===== src/rtl/data_memory_ctrl_if.sv =====
// Request/response bundle between the datapath and data_memory_ctrl.
// Ports (master = datapath side, slave = memory side):
//   WE, RE        write / read enables
//   byte_en       per-byte write mask, bit i covers write_data[8i+7:8i]
//   address       word address (full width is range-checked)
//   write_data    write data
//   read_data     registered read data
//   read_valid    one-cycle strobe, read_data updated this cycle
//   busy          post-reset clear in progress, requests ignored
//   addr_err      one-cycle strobe, previous request was out of range
interface data_memory_ctrl_if #(
   parameter int unsigned DATA_WIDTH = 16,
   parameter int unsigned ADDR_WIDTH = 16
);
   localparam int unsigned BE_WIDTH = DATA_WIDTH / 8;

   logic                  WE;
   logic [BE_WIDTH-1:0]   byte_en;
   logic                  RE;
   logic [ADDR_WIDTH-1:0] address;
   logic [DATA_WIDTH-1:0] write_data;
   logic [DATA_WIDTH-1:0] read_data;
   logic                  read_valid;
   logic                  busy;
   logic                  addr_err;

   modport master (
      output WE, byte_en, RE, address, write_data,
      input  read_data, read_valid, busy, addr_err
   );

   modport slave (
      input  WE, byte_en, RE, address, write_data,
      output read_data, read_valid, busy, addr_err
   );
endinterface


===== src/rtl/data_memory_ctrl.sv =====
// Single-port data memory with byte-lane writes, registered write-first
// read port, post-reset zeroing sequencer and out-of-range detection.
// Ports:
//   clk   rising-edge clock
//   rst   synchronous active-high reset
//   bus   data_memory_ctrl_if slave (request in, registered response out)
module data_memory_ctrl #(
   parameter int unsigned DATA_WIDTH = 16,
   parameter int unsigned ADDR_WIDTH = 16,
   parameter int unsigned DEPTH      = 256
) (
   input  logic              clk,
   input  logic              rst,
   data_memory_ctrl_if.slave bus
);
   localparam int unsigned BE_WIDTH   = DATA_WIDTH / 8;
   localparam int unsigned IDX_WIDTH  = (DEPTH > 1) ? $clog2(DEPTH) : 1;
   localparam int unsigned AEXT_WIDTH = ADDR_WIDTH + 1;
   localparam logic [AEXT_WIDTH-1:0] DEPTH_EXT = AEXT_WIDTH'(DEPTH);
   localparam logic [IDX_WIDTH-1:0]  LAST_IDX  = IDX_WIDTH'(DEPTH - 1);

   typedef enum logic {
      CLEAR = 1'b0,
      IDLE  = 1'b1
   } state_t;

   state_t                state, state_next;
   logic [IDX_WIDTH-1:0]  clr_cnt, clr_cnt_next;
   logic [DATA_WIDTH-1:0] mem [DEPTH];

   logic [DATA_WIDTH-1:0] read_data_q, read_data_next;
   logic                  read_valid_q, read_valid_next;
   logic                  addr_err_q, addr_err_next;
   logic                  busy_q, busy_next;

   logic                  in_range;
   logic [IDX_WIDTH-1:0]  req_idx;
   logic [DATA_WIDTH-1:0] old_word;
   logic [DATA_WIDTH-1:0] merged_word;

   logic                  mem_we;
   logic [IDX_WIDTH-1:0]  mem_idx;
   logic [DATA_WIDTH-1:0] mem_wdata;

   // Range check on the full address so high bits never alias into the array.
   assign in_range = {1'b0, bus.address} < DEPTH_EXT;
   assign req_idx  = bus.address[IDX_WIDTH-1:0];

   // Old word with the enabled write lanes overlaid; doubles as the
   // write-first read value for a same-edge read/write.
   always_comb begin
      old_word    = mem[req_idx];
      merged_word = old_word;
      for (int unsigned i = 0; i < BE_WIDTH; i++) begin
         if (bus.WE && bus.byte_en[i]) begin
            merged_word[8*i +: 8] = bus.write_data[8*i +: 8];
         end
      end
   end

   // Next-state, memory write port and next response values.
   always_comb begin
      state_next      = state;
      clr_cnt_next    = clr_cnt;
      busy_next       = 1'b0;
      read_data_next  = read_data_q;
      read_valid_next = 1'b0;
      addr_err_next   = 1'b0;
      mem_we          = 1'b0;
      mem_idx         = req_idx;
      mem_wdata       = merged_word;

      unique case (state)
         CLEAR: begin
            // Requests are ignored; zero one word per cycle.
            busy_next    = 1'b1;
            mem_we       = 1'b1;
            mem_idx      = clr_cnt;
            mem_wdata    = '0;
            clr_cnt_next = clr_cnt + 1'b1;
            if (clr_cnt == LAST_IDX) begin
               state_next = IDLE;
               busy_next  = 1'b0;
            end
         end
         IDLE: begin
            if (bus.WE || bus.RE) begin
               addr_err_next = !in_range;
               mem_we        = bus.WE && in_range;
               if (bus.RE) begin
                  read_valid_next = 1'b1;
                  read_data_next  = in_range ? merged_word : '0;
               end
            end
         end
      endcase
   end

   // State and response registers.
   always_ff @(posedge clk) begin
      if (rst) begin
         state        <= CLEAR;
         clr_cnt      <= '0;
         busy_q       <= 1'b1;
         read_data_q  <= '0;
         read_valid_q <= 1'b0;
         addr_err_q   <= 1'b0;
      end else begin
         state        <= state_next;
         clr_cnt      <= clr_cnt_next;
         busy_q       <= busy_next;
         read_data_q  <= read_data_next;
         read_valid_q <= read_valid_next;
         addr_err_q   <= addr_err_next;
      end
   end

   // Storage array; the reset edge itself leaves contents untouched.
   always_ff @(posedge clk) begin
      if (!rst && mem_we) begin
         mem[mem_idx] <= mem_wdata;
      end
   end

   assign bus.read_data  = read_data_q;
   assign bus.read_valid = read_valid_q;
   assign bus.busy       = busy_q;
   assign bus.addr_err   = addr_err_q;
endmodule


===== src/flat_wrapper.sv =====
// flat-port wrapper written by rule: the top's interface ports become plain ports
module data_memory_ctrl_flat 
#(
   parameter int unsigned DATA_WIDTH = 16,
   parameter int unsigned ADDR_WIDTH = 16,
   parameter int unsigned DEPTH      = 256
)
  (clk, rst, bus_WE, bus_byte_en, bus_RE, bus_address, bus_write_data, bus_read_data, bus_read_valid, bus_busy, bus_addr_err);
  data_memory_ctrl_if #(.DATA_WIDTH(DATA_WIDTH), .ADDR_WIDTH(ADDR_WIDTH)) bus_i ();
  input  logic clk;
  input  logic rst;
  input wire logic [$bits(bus_i.WE)-1:0] bus_WE;
  input wire logic [$bits(bus_i.byte_en)-1:0] bus_byte_en;
  input wire logic [$bits(bus_i.RE)-1:0] bus_RE;
  input wire logic [$bits(bus_i.address)-1:0] bus_address;
  input wire logic [$bits(bus_i.write_data)-1:0] bus_write_data;
  output wire logic [$bits(bus_i.read_data)-1:0] bus_read_data;
  output wire logic [$bits(bus_i.read_valid)-1:0] bus_read_valid;
  output wire logic [$bits(bus_i.busy)-1:0] bus_busy;
  output wire logic [$bits(bus_i.addr_err)-1:0] bus_addr_err;
  assign bus_i.WE = bus_WE;
  assign bus_i.byte_en = bus_byte_en;
  assign bus_i.RE = bus_RE;
  assign bus_i.address = bus_address;
  assign bus_i.write_data = bus_write_data;
  assign bus_read_data = bus_i.read_data;
  assign bus_read_valid = bus_i.read_valid;
  assign bus_busy = bus_i.busy;
  assign bus_addr_err = bus_i.addr_err;
  data_memory_ctrl #(.DATA_WIDTH(DATA_WIDTH), .ADDR_WIDTH(ADDR_WIDTH), .DEPTH(DEPTH)) u_core (.clk(clk), .rst(rst), .bus(bus_i));
endmodule

===== config.mk =====
export PLATFORM = sky130hd
export DESIGN_NAME = data_memory_ctrl_flat
export DESIGN_NICKNAME = d
export VERILOG_FILES = /design/src/rtl/data_memory_ctrl_if.sv /design/src/rtl/data_memory_ctrl.sv /design/src/flat_wrapper.sv
export SDC_FILE = /design/constraint.sdc
export NUM_CORES = 2
export LEC_CHECK = 0
export ABC_AREA = 1
export CORE_MARGIN = 5
export CORE_UTILIZATION = 35
export CTS_CLUSTER_SIZE = 10
export DETAILED_ROUTE_END_ITERATION = 10
export MAX_ROUTING_LAYER = met4
export SLEW_MARGIN = 10
export SYNTH_ARGS = -nofsm -noshare
export SYNTH_HDL_FRONTEND = slang
export SYNTH_SLANG_ARGS = --single-unit

===== constraint.sdc =====
create_clock -name clk -period 15.5 [get_ports clk]
set_clock_uncertainty 0.05 [all_clocks]
set_input_delay 3.1 -clock clk [delete_from_list [all_inputs] [get_ports clk]]
set_output_delay 3.1 -clock clk [all_outputs]
set_load 0.05 [all_outputs]

==> reports/summary.md <==
The floorplan die width was 700 microns; the post-detailed-placement half-perimeter wirelength was 264000 microns. The later pin in the worst-skew pair is clocked with a latency of 1.01 ns. Among the stages of the critical path, the cell type that occurs most often is sky130_fd_sc_hd__nand3_1. By area the synthesized netlist is led by sky130_fd_sc_hd__edfxtp_1 74%, sky130_fd_sc_hd__nand3_1 12%, sky130_fd_sc_hd__nand2_1 9.6%, sky130_fd_sc_hd__buf_2 1.4%, sky130_fd_sc_hd__buf_4 0.68%.

The Yosys step of the flow raised 0 warnings. Traced cell by cell, the critical path runs through buf_16 -> buf_12 -> buf_12 -> buf_4 -> nand2_1 -> nand3_1 -> nand3_1 -> nand3_1 -> nand3_1 -> nand3_1 -> nand3_1 -> nand2_1 -> nand2_1 -> nand3_1 -> nand2_1 -> nor2_4 -> buf_12 -> buf_4. For the maximum level of the CTS H-tree, the log shows 5. The tree is rooted in a sky130_fd_sc_hd__clkbuf_16. Clock-pin slew was measured on the worst setup and hold paths at 0.05 ns. The tools report the required time at the endpoint of the critical path as 16.08 ns. The number of different library cells used by synthesis comes to 32. For the synthesized netlist net count, the log shows 13.8k. Before CTS, the worst setup slack after placement is 5.69 ns. Routability-driven placement finished with a final weighted congestion of 0.915. In this run the remaining antenna-violating nets after routing total 0. The run gives 102k as the number of global-route vias before repair. TritonCTS built the clock tree.

Counting I/O delays and the setup requirement, the final critical path takes 9.11 ns. Dividing total power by cell area gives a power density of 122 nW/um^2. The die covers 490000 sq um. Before antenna repair, the detailed router went through 6 iterations. The maximum number of pins on one net before global-route repair is 224, and the biggest fanout along the worst timing path is 134.

From bottom edge to top edge, the die measures 700 microns. The maximum achievable frequency was 0.110 GHz; the final worst setup slack was 6.39 ns. After synthesis the netlist holds a flip-flop and latch count of 4124. Most used flip-flop cell after synthesis: sky130_fd_sc_hd__edfxtp_1.

The run finished with clean final reports. Counting every sink on the clock net gives 4124. IR analysis of the VDD net gives a maximum drop of 0.101 mV. The aggregate global routing overflow was 0. The commonest cells after synthesis are 4264 x sky130_fd_sc_hd__nand2_1, 4096 x sky130_fd_sc_hd__edfxtp_1, 4053 x sky130_fd_sc_hd__nand3_1. The logs give 64.8 nW for the static leakage power and 4 for the buffer depth of the longest clock path. For the final net count, the log shows 13.8k. The synthesized design spends more area on one cell type than any other, namely sky130_fd_sc_hd__edfxtp_1. The critical path launch point type was an input port. In this run, post-CTS hold repair placed 0 buffers.

The number of flops mapped to enable cells by yosys was 4096. The min-delay analysis places its worst path in the category flop to flop. The first global-routing pass estimated 724000 microns of wire. After detailed routing, the total wire length is 501000 microns. The synthesized netlist occupies a cell area of 167000 sq um. The final worst-path cycle share came out at 58.8%.

The tools report the proportion of synthesized chip area in sequential cells as 74.1%. The routed layout has 110k vias. The run gives 475000 sq um as the core outline area. 57 I/O pins were placed. For this run, the total global-route usage over all layers was measured as 20.2%. The initialized floorplan defines 253 standard-cell rows. For the worst setup path, the data arrival time is 9.69 ns.

The number of setup buffers added after CTS is 0. The cell type of the slowest stage on the worst timing path was sky130_fd_sc_hd__nor2_4. The number of max-slew violations in the final report was 0; the total of buffers placed on input and output ports was 56.

The peak per-stage delay on the critical path is 0.86 ns. In the routed layout, each cell is associated on average with a via count of 5.46. For the instance count of the mapped netlist, the log shows 13.8k. The run gives 0 as the final-report hold violation count.

The final count of negative-setup-slack endpoints is 0. The reg-to-reg critical path startpoint is u_core.mem[241][13]. Once the floorplan was initialized, standard cells occupied 35.1% of the core. The first routing iteration left 14.1k violations. After detailed routing, the average wire length per cell comes to 24.9 microns. For this run, asynchronously set or reset flops after synthesis account for 0%.

In this run, CTS created clock tree buffers numbering 456. The run gives 22 as the initial antenna violation count. The startpoint of the most critical hold path is u_core.bus.read_data[15]. Critical setup path kind: input port to flop. The mean cell area of the mapped netlist was 12.1 sq um.

The tools report the number of remaining DRC errors as 0. The most numerous cell in the Yosys netlist is sky130_fd_sc_hd__nand2_1. The synthesis-to-finish area growth was 11.8%; the number of gates resized after cts was 0. The worst setup path is captured at a flop. Max-cap violations in this run came to 0.

Setup repair after global routing left no endpoint under its margin. Headroom to the max-slew limit came out at 11.3%. Summed over all failing endpoints, the final setup total negative slack is 0 ns. The most critical setup path has its startpoint at bus_address[0].

The slew at the pin with the worst max-slew slack was 1.32 ns. The post-route netlist has 7.45% of its cells at a drive strength greater than 1. The top cell type's share of synthesized area is 73.8%.
[through the flow]
stage | hold slack, ns | cell area [sq um] | power (mW) | util [%] | std cells
floorplan | 0.416 | 167000 | 13.1 | - | 13800
CTS | 0.420 | 186000 | 22.9 | 39.2 | 20100
global route | 0.439 | 186000 | 23.5 | 39.3 | 20100
finish | 0.418 | 186000 | 22.8 | 39.3 | 20100
global placement | 0.404 | 174000 | 13.5 | 36.6 | 19500
detailed placement | 0.411 | 174000 | 13.5 | 36.6 | 19500
[cell type report]
type,count,area [sq um]
well taps,6247,7820
repair buffers,417,3900
clock buffers,531,11800
fillers,44400,288000
inverters,31,160
diodes,65,163
multi-input cells,8695,38500
clock inverters,35,618
flip-flops and latches,4124,124000
[final timing paths]
kind                                                  to  slack (ns)  cells past startpoint
worst min-delay path            u_core.bus.read_data[15]        0.42                      2
worst max-delay path                 u_core.mem[117][13]        6.39                     18
worst min register to register  u_core.bus.read_data[15]        0.42                      2
worst max register to register       u_core.mem[117][13]       10.34                     14
[power by group]
part / total [mW] / switching (mW) / internal (mW)
Combinational: 1.20 / 0.900 / 0.296
Clock: 9.51 / 4.19 / 5.32
Sequential: 12.1 / 0.00227 / 12.1
[per-layer routing]
metal,GRT usage (%),up-vias,wire (microns)
met5,-,-,0
met4,7.00,0,18700
met1,27.9,54500,208000
met3,4.40,927,50200
li1,-,48900,-
met2,29.6,5557,223000
[registers in the layout, summed over array words and instances (netlist names)]
signal                 cells
u_core.mem              4096
u_core.bus.read_data      16
u_core.bus.addr_err        1
u_core.bus.busy            1
u_core.state               1
u_core.bus.read_valid      1
u_core.clr_cnt             8
[worst max-delay path, delay by kind of cell]
family | cells | cell delay (ns)
simple gates | 12 | 2.24
buf+inv | 6 | 3.59
[placed cells by master, fill, tap and decap left out, types with 2 or more instances in the layout]
cell                              instances
sky130_fd_sc_hd__a21oi_1                 23
sky130_fd_sc_hd__buf_12                  48
sky130_fd_sc_hd__buf_4                  314
sky130_fd_sc_hd__buf_8                    3
sky130_fd_sc_hd__bufinv_16                2
sky130_fd_sc_hd__clkbuf_1                70
sky130_fd_sc_hd__clkbuf_16              460
sky130_fd_sc_hd__clkdlybuf4s50_1         49
sky130_fd_sc_hd__clkinv_1                 7
sky130_fd_sc_hd__clkinv_16               11
sky130_fd_sc_hd__clkinv_2                 2
sky130_fd_sc_hd__clkinv_4                 2
sky130_fd_sc_hd__clkinv_8                 6
sky130_fd_sc_hd__dfxtp_1                 28
sky130_fd_sc_hd__diode_2                 65
sky130_fd_sc_hd__edfxtp_1              4096
sky130_fd_sc_hd__inv_1                   23
sky130_fd_sc_hd__inv_16                   3
sky130_fd_sc_hd__inv_6                    6
sky130_fd_sc_hd__inv_8                    3
sky130_fd_sc_hd__nand2_1               4248
sky130_fd_sc_hd__nand2_2                 15
sky130_fd_sc_hd__nand2_4                 12
sky130_fd_sc_hd__nand3_1               4053
sky130_fd_sc_hd__nor2_1                 187
sky130_fd_sc_hd__nor2_2                  81
sky130_fd_sc_hd__nor2_4                  37
sky130_fd_sc_hd__nor3_1                   3
sky130_fd_sc_hd__o21ai_0                 10
sky130_fd_sc_hd__or2_2                   16
[logic make-up (layout without fill, tap and decap cells)]
group           after synthesis  in the layout  share of synthesized area (%)
flops                      4124           4124                           74.1
simple gates               8657           8657                           22.8
buf+inv                     978           1014                           2.99
other cells                   0             65                              0
compound gates               37             37                          0.122
fa+ha+maj                     1              1                        0.00750
Note: power is estimated with default switching activity, not from simulation.
